**src/rtl/pipeline_wb_unit.sv**
```systemverilog
// rtl/pipeline_wb_unit.sv - registered write-back stage with late-load wait state
// Optional retire counter enabled by defining WB_RETIRE_CNT_EN.
module pipeline_wb_unit #(
  parameter int XLEN    = 32,
  parameter int PC_STEP = 4,
  parameter int CNT_W   = 32
) (
  input  logic            clk,
  input  logic            rst_n,
  input  logic            in_valid,
  output logic            in_ready,
  input  logic            flush,
  input  logic [XLEN-1:0] alu_res,
  input  logic [XLEN-1:0] mem_rdata,
  input  logic            mem_rvalid,
  input  logic [XLEN-1:0] pc,
  input  logic [XLEN-1:0] imm,
  input  logic [2:0]      memto_reg,
  input  logic [2:0]      load_type,
  input  logic [1:0]      addr_lo,
  input  logic [4:0]      rd,
  input  logic            reg_write,
  output logic            wb_en,
  output logic [4:0]      wb_rd,
  output logic [XLEN-1:0] wb_data
`ifdef WB_RETIRE_CNT_EN
  ,
  output logic [CNT_W-1:0] retire_cnt
`endif
);

  typedef enum logic {IDLE, WAIT_MEM} state_t;

  state_t          state_q, state_d;
  logic [XLEN-1:0] cap_pc_q, cap_pc_d, cap_imm_q, cap_imm_d, cap_alu_q, cap_alu_d;
  logic [2:0]      cap_lt_q, cap_lt_d;
  logic [1:0]      cap_al_q, cap_al_d;
  logic [4:0]      cap_rd_q, cap_rd_d;
  logic            cap_rw_q, cap_rw_d;
  logic            wb_en_q, wb_en_d;
  logic [4:0]      wb_rd_q, wb_rd_d;
  logic [XLEN-1:0] wb_data_q, wb_data_d;
  logic            accept, commit;

  function automatic logic [XLEN-1:0] load_ext(input logic [XLEN-1:0] rdata,
                                               input logic [2:0] lt, input logic [1:0] al);
    logic [7:0]  b;
    logic [15:0] h;
    b = rdata[8*al +: 8];
    h = rdata[16*al[1] +: 16];
    case (lt)
      3'b000:  return {{(XLEN-8){b[7]}}, b};
      3'b001:  return {{(XLEN-16){h[15]}}, h};
      3'b100:  return {{(XLEN-8){1'b0}}, b};
      3'b101:  return {{(XLEN-16){1'b0}}, h};
      default: return rdata;
    endcase
  endfunction

  function automatic logic [XLEN-1:0] select(input logic [2:0] sel, input logic [XLEN-1:0] alu,
                                             input logic [XLEN-1:0] rdata, input logic [XLEN-1:0] pcv,
                                             input logic [XLEN-1:0] immv, input logic [2:0] lt,
                                             input logic [1:0] al);
    case (sel)
      3'b001:  return load_ext(rdata, lt, al);
      3'b010:  return pcv + XLEN'(PC_STEP);
      3'b011:  return immv;
      default: return alu;
    endcase
  endfunction

  always_ff @(posedge clk) begin
    if (!rst_n) state_q <= IDLE;
    else        state_q <= state_d;
  end

  assign in_ready = (state_q == IDLE) & rst_n;
  assign accept   = in_valid & in_ready & ~flush;

  always_comb begin
    state_d = state_q;
    case (state_q)
      IDLE:     if (accept && memto_reg == 3'b001 && !mem_rvalid) state_d = WAIT_MEM;
      WAIT_MEM: if (flush || mem_rvalid) state_d = IDLE;
      default:  state_d = IDLE;
    endcase
  end

  always_comb begin
    commit    = 1'b0;
    wb_en_d   = 1'b0;
    wb_rd_d   = wb_rd_q;
    wb_data_d = wb_data_q;
    cap_pc_d  = cap_pc_q;
    cap_imm_d = cap_imm_q;
    cap_alu_d = cap_alu_q;
    cap_lt_d  = cap_lt_q;
    cap_al_d  = cap_al_q;
    cap_rd_d  = cap_rd_q;
    cap_rw_d  = cap_rw_q;
    case (state_q)
      IDLE: begin
        if (accept) begin
          if (memto_reg == 3'b001 && !mem_rvalid) begin
            cap_pc_d  = pc;
            cap_imm_d = imm;
            cap_alu_d = alu_res;
            cap_lt_d  = load_type;
            cap_al_d  = addr_lo;
            cap_rd_d  = rd;
            cap_rw_d  = reg_write;
          end else begin
            commit    = 1'b1;
            wb_en_d   = reg_write & (rd != 5'd0);
            wb_rd_d   = rd;
            wb_data_d = select(memto_reg, alu_res, mem_rdata, pc, imm, load_type, addr_lo);
          end
        end
      end
      WAIT_MEM: begin
        // Flush takes priority: a squashed load never reaches the register file.
        if (mem_rvalid && !flush) begin
          commit    = 1'b1;
          wb_en_d   = cap_rw_q & (cap_rd_q != 5'd0);
          wb_rd_d   = cap_rd_q;
          wb_data_d = select(3'b001, cap_alu_q, mem_rdata, cap_pc_q, cap_imm_q, cap_lt_q, cap_al_q);
        end
      end
      default: ;
    endcase
  end

  always_ff @(posedge clk) begin
    if (!rst_n) begin
      wb_en_q   <= 1'b0;
      wb_rd_q   <= '0;
      wb_data_q <= '0;
      cap_pc_q  <= '0;
      cap_imm_q <= '0;
      cap_alu_q <= '0;
      cap_lt_q  <= '0;
      cap_al_q  <= '0;
      cap_rd_q  <= '0;
      cap_rw_q  <= 1'b0;
    end else begin
      wb_en_q   <= wb_en_d;
      wb_rd_q   <= wb_rd_d;
      wb_data_q <= wb_data_d;
      cap_pc_q  <= cap_pc_d;
      cap_imm_q <= cap_imm_d;
      cap_alu_q <= cap_alu_d;
      cap_lt_q  <= cap_lt_d;
      cap_al_q  <= cap_al_d;
      cap_rd_q  <= cap_rd_d;
      cap_rw_q  <= cap_rw_d;
    end
  end

  assign wb_en   = wb_en_q;
  assign wb_rd   = wb_rd_q;
  assign wb_data = wb_data_q;

`ifdef WB_RETIRE_CNT_EN
  logic [CNT_W-1:0] retire_cnt_q, retire_cnt_d;

  always_comb retire_cnt_d = commit ? retire_cnt_q + CNT_W'(1) : retire_cnt_q;

  always_ff @(posedge clk) begin
    if (!rst_n) retire_cnt_q <= '0;
    else        retire_cnt_q <= retire_cnt_d;
  end

  assign retire_cnt = retire_cnt_q;
`endif

endmodule

```
**config.mk**
```make
export PLATFORM = sky130hd
export DESIGN_NAME = pipeline_wb_unit
export DESIGN_NICKNAME = d
export VERILOG_FILES = /design/src/rtl/pipeline_wb_unit.sv
export SDC_FILE = /design/constraint.sdc
export NUM_CORES = 1
export LEC_CHECK = 0
export CAP_MARGIN = 20
export CORE_MARGIN = 8
export CORE_UTILIZATION = 42
export DETAILED_ROUTE_END_ITERATION = 7
export GPL_ROUTABILITY_DRIVEN = 1
export PLACE_DENSITY_LB_ADDON = 0.05
export SYNTH_ARGS = -nofsm -noshare
export SYNTH_HDL_FRONTEND = slang
export SYNTH_SLANG_ARGS = --single-unit
```
**constraint.sdc**
```tcl
create_clock -name clk -period 5.2 [get_ports clk]
set_input_delay 0.52 -clock clk [delete_from_list [all_inputs] [get_ports clk]]
set_output_delay 0.52 -clock clk [all_outputs]
set_load 0.01 [all_outputs]
```
# Word level (Yosys, flattened, before mapping)
# Index checks and enable logic that the tools add are counted.
# word_totals
output_inout_bits	39
register_bits	50
elab_cells	63
inputBits	147
# op_classes
muxes	18
eq_ne	12
addsub	1
n_reduce_logical	13
shifts	4
n_bitwise	7
# ops
operator	count
$pmux 32 s4	2
$mux 32	3
$pmux 32 s3	1
$pmux 32 s2	1
$shiftx 32x6->16	2
$shiftx 32x6->8	2
$add 32x3->32 const B	1
$mux 5	3
$eq 3x3->1 const B	4
$pmux 5 s2	1
$reduce_bool 5->1	2
$eq 3x1->1 const B	3
$eq 3x2->1 const B	2
$logic_not 3->1	2
$reduce_and 3->1	2
$and 1x1->1	5
$mux 1	5
$logic_and 1x1->1	4
$ne 2x2->1 const B	2
$pmux 1 s2	2
$logic_not 1->1	2
$ne 2x1->1 const B	1
$not 1->1	2
$logic_or 1x1->1	1

# Longest topological paths before layout
# Gate-level depths: netlist of run 1.
# logic_depth
ltp_word	8
mapped_depth	8

# Worst setup path before layout of run 1
# OpenSTA, ideal clock, no wires.
# synth_timing
path_type	input to register
start	input pc[3]
end	register wb_data_q[27] (netlist: wb_data[27])
path_stages	7
path_buffers	1
setup_slack_ns	3.060
t_arrival_ns	2.013
path_cell_list	nand4_1 or3_1 buf_6 nor4_1 xor2_1 a2111oi_0 o21ai_1
# synth_via
elab_chain_len	5
# synth_rtl
item	line_no	text
start: declaration	16	input logic [XLEN-1:0] pc,
$add 32x3->32	66	3'b010: return pcv + XLEN'(PC_STEP);
$pmux 32 s3	64	case (sel)
$mux 32	104	if (memto_reg == 3'b001 && !mem_rvalid) begin
$mux 32	103	if (accept) begin
$pmux 32 s2	101	case (state_q)
end signal: assignment	148	wb_data_q <= wb_data_d;
end: declaration	42	logic [XLEN-1:0] wb_data_q, wb_data_d;
# No other way between the ends. The select of a mux whose other input is x is not followed.
# A chain may end at the register's enable or synchronous reset.

# Final worst setup path of run 1
# layout_timing
start	input memto_reg[1]
end	register wb_data_q[29] (netlist: wb_data[29])
# layout_via
elab_chain_len	5
word_cells_on_any_way	10
# layout_rtl
item	line_no	text
start: declaration	18	input logic [2:0] memto_reg,
$eq 3x2->1 or $eq 3x1->1 (tied branches)	64, 104	
$pmux 32 s3	64	
$mux 32	104	
$mux 32	103	
$pmux 32 s2	101	
# Several ways; a longest one is shown, not always the timed one. The select of a mux whose other input is x is not followed.

==> impl_metrics.json, run 1 <==
{
  "status": "completed",
  "drtIter0Drc": 701,
  "cp_cell_sequence": "clkdlybuf4s50_1 -> nor2b_1 -> nor2b_1 -> a211oi_1 -> o41ai_1",
  "grt_setup_unrepaired": "no",
  "slew-limit-headroom": 0.320,
  "num_io_pins": 186,
  "synthTopCellsByCount": "nor2_1, a21oi_1, nand2_1",
  "overflow": 0,
  "die_y_um": 123,
  "dp_slack_ps": 1670,
  "synth_area_um2": 4800,
  "grt_pass1_wl_mm": 33.4,
  "min_path_type": "reg -> reg",
  "power_mw": 1.17,
  "ys_seq_area_frac": 0.208,
  "vias": 6187,
  "cp.arrival_ps": 3560,
  "drv_cap": 0,
  "cts_root_buffer": "clkbuf_16",
  "avgViaCountPerCell": 6.42,
  "hp-start": "wb_data[26]",
  "finClkSkew_ps": 5.86,
  "worst_slew_pin_slew_ps": 1020,
  "core_area_um2": 11300,
  "grt_usage": 0.283,
  "rows": 39,
  "cp_slowest_cell": "clkdlybuf4s50_1",
  "startpoint": "memto_reg[1]",
  "yosysWarnings": 0,
  "syn_nets": 818,
  "grt_pass1_vias": 6198,
  "synth.most_common_cell": "nor2_1",
  "finalCritPeriodShare": 0.647,
  "start_kind": "primary input",
  "final_cell_area_um2": 6840,
  "final_nets": 968,
  "final-setup-viol-count": 0,
  "die_w_um": 123,
  "end_kind": "flop",
  "critPathKind": "in -> reg",
  "period_minus_slack_ps": 3370,
  "post_cts_resized": 0,
  "r2r-start": "state_q",
  "post-dp-hpwl_mm": 17.3,
  "antenna_left": 0,
  "hold_viol": 0,
  "synth-async-reset-ratio": 0,
  "clk_latency_ps": 290,
  "ys_seq_elements": 50,
  "ys_top_cells_by_area": "dfxtp_1, a21oi_1, nor2_1",
  "synth_area_leader_cell": "dfxtp_1",
  "crit_path_max_incr_delay_ps": 1000,
  "cts-buffers-inserted": 5,
  "total_leakage_power_nw": 2.39,
  "initial_core_util": 0.426,
  "antenna_found_initial": 0,
  "layout_setup_ws_ps": 1830,
  "die_area_um2": 15100,
  "syn_area_per_cell_um2": 7.17,
  "cp_max_fo": 20,
  "clock_path_buffers": 2,
  "powerDensity_nw_per_um2": 171,
  "ys.flop_type": "dfxtp_1",
  "cts_tree": "done",
  "syn_inst": 670,
  "whs_ps": 455,
  "cts-htree-levels": 2,
  "fmax_mhz": 297,
  "firstDrtPassIters": 5,
  "fin_setup_tns_ps": 0,
  "grt_max_degree": 45,
  "drc_errors": 0,
  "crit_top_cell": "nor2b_1",
  "gp_congestion": 0.934,
  "port_buffers": 185,
  "wl_per_cell_um": 23.1,
  "slew_viol_final": 0,
  "postRouteWirelength_mm": 22.3,
  "drive_above_1_share": 0.0475,
  "clock_sinks": 50,
  "yosysUniqueCellTypes": 75,
  "clkTransAtPathRegs_ps": 80,
  "place_area_um2": 6690,
  "netlist.area_leader.share": 0.208,
  "required_ps": 5390,
  "synth_edf_count": 0,
  "vdd_drop_max_uv": 170,
  "area_growth_pct": 42.4,
  "cts_hold_buffers": 0,
  "cts_setup_buffers": 0,
  "diodes": 0
}
cells in the final DEF (no fill, tap or decap), types with 5 or more instances in the layout:
master           count
a2111oi_0            5
a211o_1              9
a211oi_1            22
a21oi_1             60
a22oi_1             14
a31oi_1             14
and3_1               7
buf_4               10
clkbuf_16            5
clkdlybuf4s50_1    185
dfxtp_1             50
inv_1               15
mux2i_1             24
nand2_1             55
nand2b_1             7
nand3_1             18
nand4_1              6
nor2_1              72
nor2b_1             16
nor3_1              17
nor4_1               5
o211ai_1            19
o21ai_0             44
o221ai_1             9
o22ai_1             14
o31ai_1              7
or3_1                7
xnor2_1             16
xor2_1               9
metal layers:
layer / track usage / vias up / wire length [µm]
met4: 0.136 / 0 / 969
met5: 0 / - / 0
met3: 0.0648 / 65 / 1920
li1: - / 2854 / -
met1: 0.349 / 2903 / 9160
met2: 0.458 / 365 / 10300
logic make-up (layout without fill, tap and decap cells):
group           after synthesis  count (layout)  synth area share
mux                          29              29            0.0641
buf+inv                      69             220            0.0625
simple gates                235             235             0.250
fa+ha+maj                     1               1           0.00261
flops                        50              50             0.208
compound gates              261             261             0.366
xor+xnor                     25              25            0.0456
path summary, 6_finish.rpt:
check                              endpoint  slack (ps)  cells past startpoint
worst min register to register  wb_data[26]         460                      2
worst max register to register  wb_data[24]        2600                      6
worst max-delay path            wb_data[29]        1830                      5
worst min-delay path            wb_data[26]         460                      2
final cells by class:
cell class / instances / area [µm²]
tap: 143 / 179
timing repair buffer: 195 / 1930
inverter: 17 / 63.8
clock buffer: 5 / 125
clock inverter: 3 / 28.8
multi-input combinational: 551 / 3510
fill: 1060 / 4430
sequential: 50 / 1000
state kept, by name, indices dropped and copies added (netlist names):
name and flops:
state_q 1, cap_rd_q 5, cap_lt_q 3, wb_rd 5, cap_al_q 2, wb_en 1, cap_rw_q 1, wb_data 32
worst max-delay path: cells and delay by family:
kind | cells | cell delay, ps
AOI/OAI and AO/OA | 2 | 540
buffers and inverters | 1 | 1000
and+or+nand+nor | 2 | 1480
power by group:
part / total, mW / internal, mW / switching (mW)
Sequential: 0.411 / 0.400 / 0.0109
Clock: 0.354 / 0.184 / 0.170
Combinational: 0.403 / 0.203 / 0.200
stage by stage:
step                utilization  instances
floorplan                     -        670
global placement          0.593        956
detailed placement        0.593        956
CTS                       0.607        964
global route              0.607        964
finish                    0.607        964
No activity file was read; power rests on OpenSTA's default activity.
==> inputs of run 2 (changes only) <==
==> constraint.sdc (replaced) <==
create_clock -name clk -period 3.4 [get_ports clk]
set_input_delay 0.34 -clock clk [delete_from_list [all_inputs] [get_ports clk]]
set_output_delay 0.34 -clock clk [all_outputs]
set_load 0.01 [all_outputs]
==> run 2 against run 1 <==
  * Flip-flop and latch count did not move
  * Utilization grew 1.1 points
  * Worst hold slack better by 8.3 ps
  * Register-to-register slack worse by 1600 ps
  * Critical endpoint is now wb_data[25]
  * Wire length up 1.0%
  * Non-clock buffer count grew 15
==> impl_metrics.json, run 2 (synthesized netlist as in run 1, its figures left out) <==
{
  "antenna_found_initial": 0,
  "worst_slew_pin_slew_ps": 876,
  "clock_sinks": 50,
  "period_minus_slack_ps": 2640,
  "start_kind": "primary input",
  "postRouteWirelength_mm": 22.5,
  "final_common_cell": "clkdlybuf4s50_1",
  "cts_setup_buffers": 0,
  "power_mw": 1.88,
  "final_util": 0.618,
  "drive_above_1_share": 0.0634,
  "antenna_left": 0,
  "startpoint": "addr_lo[1]",
  "cts_hold_buffers": 0,
  "grt_pass1_vias": 6305,
  "die_area_um2": 15100,
  "rows": 39,
  "drtIter0Drc": 605,
  "cts_tree": "done",
  "num_io_pins": 186,
  "final_nets": 983,
  "core_area_um2": 11300,
  "slew-limit-headroom": 0.411,
  "clock_path_buffers": 2,
  "drv_cap": 0,
  "grt_setup_unrepaired": "no",
  "vdd_drop_max_uv": 189,
  "final-setup-viol-count": 0,
  "avgViaCountPerCell": 6.39,
  "cp_max_fo": 9,
  "initial_core_util": 0.426,
  "cp.arrival_ps": 2810,
  "required_ps": 3570,
  "die_w_um": 123,
  "grt_pass1_wl_mm": 34.3,
  "cts-htree-levels": 2,
  "cts_root_buffer": "clkbuf_16",
  "multiInputGateArea_um2": 3510,
  "cts-buffers-inserted": 5,
  "min_path_type": "reg -> reg",
  "grt_max_degree": 51,
  "r2r-start": "state_q",
  "gp_congestion": 0.943,
  "post-dp-hpwl_mm": 17.5,
  "wl_per_cell_um": 23.0,
  "drc_errors": 0,
  "slew_viol_final": 0,
  "hp-start": "wb_data[27]",
  "n_fill_cell": 1046,
  "status": "completed",
  "firstDrtPassIters": 5,
  "clk_latency_ps": 300,
  "fin_setup_tns_ps": 0,
  "seqCellArea_um2": 1000,
  "clkTransAtPathRegs_ps": 80,
  "layout_common_cells": "clkdlybuf4s50_1, nor2_1, a21oi_1, nand2_1, dfxtp_1",
  "critPathKind": "in -> reg",
  "grt_usage": 0.290,
  "fmax_mhz": 379,
  "finalCritPeriodShare": 0.776,
  "overflow": 0,
  "finClkSkew_ps": 9.13,
  "vias": 6252,
  "area_growth_pct": 45.0,
  "largest_reg_flops": 32,
  "hold_viol": 0,
  "total_leakage_power_nw": 2.47,
  "end_kind": "flop",
  "die_y_um": 123,
  "port_buffers": 185,
  "powerDensity_nw_per_um2": 270,
  "diodes": 0,
  "post_cts_resized": 0
}
-- run 2: stage by stage --
step           setup WS, ps  hold WS (ps)  cell area (µm²)  std cells
2_1_floorplan          1440           455             4800        670
3_3_place_gp            607           439             6790        971
3_5_place_dp            535           456             6790        971
4_1_cts                 848           467             6970        979
5_1_grt                 611           496             6970        979
6_report                761           464             6970        979
-- run 2: path summary, 6_finish.rpt --
path                                     to  slack, ps  depth (start not counted)
worst max-delay path            wb_data[25]        760                          7
worst min-delay path            wb_data[27]        460                          2
worst max register to register  wb_data[16]       1000                          7
worst min register to register  wb_data[27]        460                          2
-- run 2: layout make-up --
class | count | area share
clock buffers | 5 | 0.0180
flip-flops and latches | 50 | 0.144
multi-input cells | 551 | 0.504
well taps | 143 | 0.0257
repair buffers | 210 | 0.293
inverters | 17 | 0.00916
clock inverters | 3 | 0.00683
-- run 2: routing by layer --
layer  up-vias  GRT usage  part of all wire
met5         -          0                 0
met4         0      0.149             0.046
met3        58     0.0598             0.080
met2       356      0.475              0.47
met1      2951      0.354              0.41
li1       2887          -                 -
-- run 2: worst max-delay path, stage by stage --
cell             delay [ps]
clkdlybuf4s50_1         770
mux2i_1                 450
o22ai_1                 220
nand2_1                 150
nand2_1                 220
a2111oi_0               500
o31ai_1                 160
-- run 2: power by group --
part	internal (mW)	leakage (nW)	switching [mW]
logic	0.320	1.98	0.309
registers	0.612	0.407	0.0163
clock network	0.354	0.0848	0.266
